### src/rtl/step_anim_seq.sv
// Purpose : walk-cycle step sequencer; gives the sprite frame index for a moving object.
// Latency : all outputs registered; an advance is visible one cycle after its Frame_Tick.
// Backpres: none; Frame_Tick/Moving are sampled every cycle and never stalled.
//
// Ports:
//   Clk            system clock
//   Reset_n        synchronous active-low reset
//   Frame_Tick     one-cycle pulse per video frame
//   Moving         object is commanding motion this cycle
//   Pingpong       sequence mode select (1 = ping-pong); exists only with STEP_PINGPONG_EN
//   Obj_Step_Count current walk frame index
//   Step_Wrap      one-cycle pulse after an advance that lands on index 0
//   Walking        high while the sequencer is not idle
//
// Optional build macro: STEP_PINGPONG_EN adds the Pingpong port, the direction
// register and the ping-pong advance; without it the sequence always loops.

module step_anim_seq #(
  parameter  int NUM_FRAMES = 4,
  parameter  int DIV        = 8,
  localparam int STEP_W     = $clog2(NUM_FRAMES)
) (
  input  logic              Clk,
  input  logic              Reset_n,
  input  logic              Frame_Tick,
  input  logic              Moving,
`ifdef STEP_PINGPONG_EN
  input  logic              Pingpong,
`endif
  output logic [STEP_W-1:0] Obj_Step_Count,
  output logic              Step_Wrap,
  output logic              Walking
);

  localparam int                DIV_W    = $clog2(DIV) + 1;
  localparam logic [DIV_W-1:0]  DIV_LAST = DIV_W'(DIV - 1);
  localparam logic [STEP_W-1:0] IDX_LAST = STEP_W'(NUM_FRAMES - 1);
  localparam logic [STEP_W-1:0] IDX_ONE  = STEP_W'(1);

  typedef enum logic [1:0] {
    IDLE   = 2'd0,
    WALK   = 2'd1,
    SETTLE = 2'd2
  } state_t;

  state_t             state, state_nxt;
  logic [DIV_W-1:0]   div_cnt, div_nxt;
  logic [STEP_W-1:0]  idx_nxt, idx_loop;
  logic               tick, adv, wrap_nxt;

`ifdef STEP_PINGPONG_EN
  // mode: 1 = ping-pong. dir: 0 = counting up, 1 = counting down.
  logic               mode, mode_nxt;
  logic               dir, dir_nxt;
`endif

  always_comb begin
    state_nxt = state;
    div_nxt   = div_cnt;
    idx_nxt   = Obj_Step_Count;
`ifdef STEP_PINGPONG_EN
    mode_nxt  = mode;
    dir_nxt   = dir;
`endif

    // Ticks only count once the object has left IDLE, so a tick coinciding
    // with the IDLE->WALK edge is not part of the first step period.
    tick     = Frame_Tick && (state != IDLE);
    adv      = tick && (div_cnt == DIV_LAST);
    idx_loop = (Obj_Step_Count == IDX_LAST) ? '0 : Obj_Step_Count + IDX_ONE;

    if (adv) begin
`ifdef STEP_PINGPONG_EN
      if (mode) begin
        if (!dir) begin
          idx_nxt = Obj_Step_Count + IDX_ONE;
          if (idx_nxt == IDX_LAST) dir_nxt = 1'b1;
        end else begin
          idx_nxt = Obj_Step_Count - IDX_ONE;
          if (idx_nxt == '0) dir_nxt = 1'b0;
        end
      end else begin
        idx_nxt = idx_loop;
      end
`else
      idx_nxt = idx_loop;
`endif
    end

    wrap_nxt = adv && (idx_nxt == '0);

    // State decisions look at the post-advance index so a step due this
    // cycle is never lost when Moving drops at the same time.
    case (state)
      IDLE: begin
        if (Moving) begin
          state_nxt = WALK;
`ifdef STEP_PINGPONG_EN
          mode_nxt  = Pingpong;
          dir_nxt   = 1'b0;
`endif
        end
      end
      WALK: begin
        if (!Moving) state_nxt = (idx_nxt == '0) ? IDLE : SETTLE;
      end
      SETTLE: begin
        if (Moving)        state_nxt = WALK;
        else if (wrap_nxt) state_nxt = IDLE;
      end
      default: state_nxt = IDLE;
    endcase

    // Prescaler survives SETTLE<->WALK so resuming never stretches a step.
    if (state_nxt == IDLE) div_nxt = '0;
    else if (tick)         div_nxt = adv ? '0 : div_cnt + DIV_W'(1);
  end

  always_ff @(posedge Clk) begin
    if (!Reset_n) begin
      state          <= IDLE;
      div_cnt        <= '0;
      Obj_Step_Count <= '0;
      Step_Wrap      <= 1'b0;
      Walking        <= 1'b0;
`ifdef STEP_PINGPONG_EN
      mode           <= 1'b0;
      dir            <= 1'b0;
`endif
    end else begin
      state          <= state_nxt;
      div_cnt        <= div_nxt;
      Obj_Step_Count <= idx_nxt;
      Step_Wrap      <= wrap_nxt;
      Walking        <= (state_nxt != IDLE);
`ifdef STEP_PINGPONG_EN
      mode           <= mode_nxt;
      dir            <= dir_nxt;
`endif
    end
  end

endmodule

### config.mk
export PLATFORM = sky130hd
export DESIGN_NAME = step_anim_seq
export DESIGN_NICKNAME = d
export VERILOG_FILES = /design/src/rtl/step_anim_seq.sv
export SDC_FILE = /design/constraint.sdc
export NUM_CORES = 1
export LEC_CHECK = 0
export ABC_AREA = 0
export BUFFER_PORTS_ARGS = -buffer_cell sky130_fd_sc_hd__buf_2
export CAP_MARGIN = 20
export CORE_AREA = 2 2 39 41
export DETAILED_ROUTE_END_ITERATION = 7
export DIE_AREA = 0 0 41 43
export PLACE_DENSITY_LB_ADDON = 0.3
export SLEW_MARGIN = 20
export SYNTH_ARGS = -nofsm -noshare
export SYNTH_HDL_FRONTEND = slang
export SYNTH_SLANG_ARGS = --single-unit
### constraint.sdc
create_clock -name Clk -period 2.1 [get_ports Clk]
set_input_delay 0.63 -clock Clk [delete_from_list [all_inputs] [get_ports Clk]]
set_output_delay 0.63 -clock Clk [all_outputs]
set_load 0.01 [all_outputs]
# ---- After elaboration in Yosys (flattened, before gate mapping)
# Cells that the tools add are included.
dict set report op_classes {
  n_addsub 2
  n_mul 0
  n_div 0
  n_lt_le_gt_ge 0
  eq_ne 4
  shifts 0
  mux 9
  bitwise_logic 1
  reduce_logical 9
}
# operator n
set ops {}
lappend ops {{$mux 2} 7}
lappend ops {{$logic_not 2->1} 3}
lappend ops {{$pmux 2 s3} 1}
lappend ops {{$add 4x1->4 const B} 1}
lappend ops {{$eq 2x2->1 const B} 2}
lappend ops {{$eq 4x3->1 const B} 1}
lappend ops {{$mux 4} 1}
lappend ops {{$reduce_bool 2->1} 2}
lappend ops {{$logic_and 1x1->1} 3}
lappend ops {{$add 2x1->2 const B} 1}
lappend ops {{$eq 2x1->1 const B} 1}
lappend ops {{$reduce_or 2->1} 1}
lappend ops {{$not 1->1} 1}
dict set report word_totals {
  register_bits 10
  latchBits 0
  ramBits 0
  romBits 0
  inputBits 4
  output_inout_bits 4
  elab_cells 30
  mem_count 0
}

# ---- Logic depth before layout (Yosys ltp)
dict set report depth {
  depth_word 11
  depth_mapped 4
  ltp_nobuf 4
}

# ---- Worst setup path after synthesis
# No wires, ideal clock.
dict set report synth_timing {
  kind {reg-to-reg}
  from {register Obj_Step_Count[0]}
  to {register div_cnt[1]}
  setup_time_ps 133
  arrival_ps 1283
  required_time_ps 1967
  setup_slack_ps 683
  path_stages_with_launch 5
  n_path_buf 0
  synth_period_minus_slack_ps 1417
  cell_sequence {dfxtp_1 > ha_1 > o21bai_1 > a2111oi_2 > nor4_1}
}
dict set report synth_via {
  elab_chain_len 10
  elab_cells_between_ends 13
  cone_classes {1 x add/sub; 1 x eq/ne; 7 x mux; 4 x reduce/logical}
}
# item line_no
set synth_lines {}
lappend synth_lines {{from (decl)} 30} ;# output logic [STEP_W-1:0] Obj_Step_Count,
lappend synth_lines {{from (signal assigned)} 133} ;# Obj_Step_Count <= idx_nxt;
lappend synth_lines {{$add 2x1->2 or $eq 2x2->1 (tied branches)} 70} ;# idx_loop = (Obj_Step_Count == IDX_LAST) ? '0 : Obj_Step_Count + IDX_ONE;
lappend synth_lines {{$mux 2} 70}
lappend synth_lines {{$mux 2 (*)} 72} ;# if (adv) begin
lappend synth_lines {{$logic_not 2->1 (*)} {90, 105}}
lappend synth_lines {{$logic_and 1x1->1} 90} ;# wrap_nxt = adv && (idx_nxt == '0);
lappend synth_lines {{$mux 2} 109} ;# else if (wrap_nxt) state_nxt = IDLE;
lappend synth_lines {{$mux 2} 108} ;# if (Moving) state_nxt = WALK;
lappend synth_lines {{$pmux 2 s3 (*)} 94} ;# case (state)
lappend synth_lines {{$logic_not 2->1 (*)} 115} ;# if (state_nxt == IDLE) div_nxt = '0;
lappend synth_lines {{$reduce_or 2->1 (no source line) (*)} -}
lappend synth_lines {{to (signal assigned)} 132} ;# div_cnt <= div_nxt;
lappend synth_lines {{to (decl)} 47} ;# logic [DIV_W-1:0] div_cnt, div_nxt;
# Every way passes the cells marked *; elsewhere a longest branch is shown, timed or not.
# A chain may end at the register's enable or synchronous reset.

# ---- Worst setup path after layout
dict set report layout_timing {
  from {register Obj_Step_Count[0]}
  to {output Obj_Step_Count[0]}
}
# No word-level cell between the ends.

==> flow_summary.toml <==
[worst_setup_path]
required_ns = 1.47
r2r_setup_slack_ns = 0.62
cp-start-kind = "flop"
crit-reg2reg-launch = "Obj_Step_Count[0]$_SDFF_PN0_"
worstPathArrival_ns = 0.88
cpLargestDelayFamily = "flip-flops"
endpoint_kind = "primary output"
path_depth = 1
critPathBufInv = 1
crit_slowest_cell = "dfxtp_1"
critPathKind = "flop to primary output"
crit_start = "Obj_Step_Count[0]$_SDFF_PN0_"
worst-path-max-fanout = 8
ff2ff_path_depth = 4
critPathMaxStageDelay_ns = 0.44
crit_chain = "buf_2"

[logic_synthesis]
syn_avg_cell_area_um2 = 9.406
synth_top_area_cell = "dfxtp_1"
ys.flop_type = "dfxtp_1"
synthDistinctLibCells = 28
synth_edf_count = 0
synth_seq_cells = 10
synth_top_area_share_pct = 38.00
synth-seq-area-share_pct = 38.00
yosysMostFrequentCell = "dfxtp_1"
yosys_warnings = 0
synth_common_cells = "10 x dfxtp_1, 4 x nor3_1, 4 x o21ai_0, 3 x a21oi_1, 3 x nand2_1"
synth_area_um2 = 526.8
synthArstFlopShare_pct = 0
syn_inst = 56
synth_fp_nets = 62
netlist_top_cells_area = "dfxtp_1 38%, ha_1 4.8%, nor3_1 3.8%"

[power]
power_leakage_uw = 0.0002444
powerDensity_nw_per_um2 = 638.2
peakVddDrop_mv = 0.2820

[finish]
n_antenna_cell = 0
layout.cells.non_filler = 82
drive_gt1_share_pct = 21.21
final_nets = 73
area_growth_pct = 15.91
fillCellCount = 133

[timing]
hold_viol = 0
rsz0062_at_grt = "no"
setup_violations = 0
fin_crit_sh_pct = 71.69
finClkSkew_ns = 0.003824
fin_crit_ns = 1.505
tightest_slew_ns = 0.4053
clock.fmax_mhz = 664.2
max_slew_margin_pct = 72.93
final_max_slew_viol_count = 0
tns_ns = 0

[job]
drv_cap = 0

[grt]
grt_overflow = 0
track_usage_pct = 15.12
grt_max_degree = 10
antenna_found_initial = 0
grt_pass1_vias = 427
grt_pass1_wl_um = 1738

[floorplanning]
rows = 14
initial_core_util_pct = 38.07
coreArea_um2 = 1384
dieArea_um2 = 1763
io_pins = 8
die_y_um = 43
fp.dieW_um = 41

[worst_hold_path]
hold_start = "div_cnt[3]$_SDFFE_PP0P_"
min_delay_path_depth = 2
hold_class = "flop to flop"

[cts]
cts_tree = "built"
ctsResizeCount = 0
clock_path_buffers = 2
post-cts-setup-buffer-count = 0
cts.sinks = 10
root_buffer = "clkbuf_4"
clk_pin_slew_worst_paths_ns = 0.07
cts_buffers = 3
h-tree-depth = 1
clk_latency_ns = 0.27
hold_buffers = 0

[route]
firstDrtPassIters = 4
antenna_left = 0
routed_wirelength_um = 996
vias = 451
vias_per_cell = 5.500
drt-wirelength-per-cell_um = 12.15
drc = 0
drt_iter0_markers = 17

[placed_design]
dpl.cell_count = 78
place_congestion = 0.7097
dp_hpwl_um = 764.8
port_buffers = 7

[run_status]
status = "complete, no violations"
-- metrics by stage --
| stage | worst slack (ns) | utilization, % | instance area [um^2] | total power [uW] | hold WS (ns) |
|---|---|---|---|---|---|
| after floorplan | 0.6832 | - | 526.8 | 211.0 | 0.4930 |
| after global placement | 0.5166 | 41.50 | 574.3 | 219.1 | 0.5303 |
| after detailed placement | 0.4919 | 41.50 | 574.3 | 219.2 | 0.5319 |
| after CTS | 0.5817 | 44.12 | 610.6 | 397.9 | 0.5424 |
| after global routing | 0.5100 | 44.12 | 610.6 | 410.3 | 0.5797 |
| final | 0.5945 | 44.12 | 610.6 | 389.7 | 0.5360 |
-- registers in the layout (all words and copies together) (netlist names) --
signal / cells
div_cnt: 4
Obj_Step_Count: 2
state: 2
Step_Wrap: 1
Walking: 1
-- routing by layer --
layer	routed length, um	vias up	track usage, %	part of all wire (%)
met3	54	4	6.283	5.4
met4	30	0	12.00	3.0
met2	447	12	20.31	45
li1	-	236	-	-
met1	463	199	17.92	46
met5	0	-	0	0
-- report_power, final --
| group | internal, uW | switching (uW) |
|---|---|---|
| Sequential | 192 | 2.75 |
| Clock | 105 | 69.3 |
| Combinational | 8.75 | 11.7 |
| Total | 306 | 83.8 |
-- cell type report --
cell class | count | area [um^2] | area share, %
clock buffers | 4 | 36.28 | 5.943
well taps | 16 | 20.02 | 3.279
multi-input cells | 44 | 315.3 | 51.64
repair buffers | 7 | 35.03 | 5.738
inverters | 1 | 3.754 | 0.6148
flip-flops and latches | 10 | 200.2 | 32.79
-- logic make-up (layout without fill, tap and decap cells) --
kind of cell,after synthesis,in the layout,synth area share [%]
DFF,10,10,38.00
AOI/OAI and AO/OA,19,19,28.26
and+or+nand+nor,19,19,19.95
xor gates and xnor gates,3,3,4.989
adders and majority gates,2,2,4.750
muxes,1,1,1.900
buffers and inverters,2,12,2.138
-- worst paths after layout --
kind | endpoint
setup / recovery | Obj_Step_Count[0]
hold / removal | div_cnt[3]$_SDFFE_PP0P_
setup reg to reg | div_cnt[2]$_SDFFE_PP0P_
hold reg to reg | div_cnt[3]$_SDFFE_PP0P_
-- cells in the final DEF (no fill, tap or decap), types with 2 or more instances in the layout --
master / netlist / final
xor2_1: 2 / 2
nand3_1: 2 / 2
dfxtp_1: 10 / 10
o21ai_0: 4 / 4
o21bai_1: 2 / 2
buf_2: 0 / 7
clkbuf_4: 0 / 3
ha_1: 2 / 2
a211oi_1: 2 / 2
a21oi_1: 3 / 3
nor3_1: 4 / 4
and2_1: 2 / 2
nor2b_1: 2 / 2
nand2b_1: 2 / 2
nor4_1: 2 / 2
nand2_1: 3 / 3
Power figures use the tool's default switching activity.
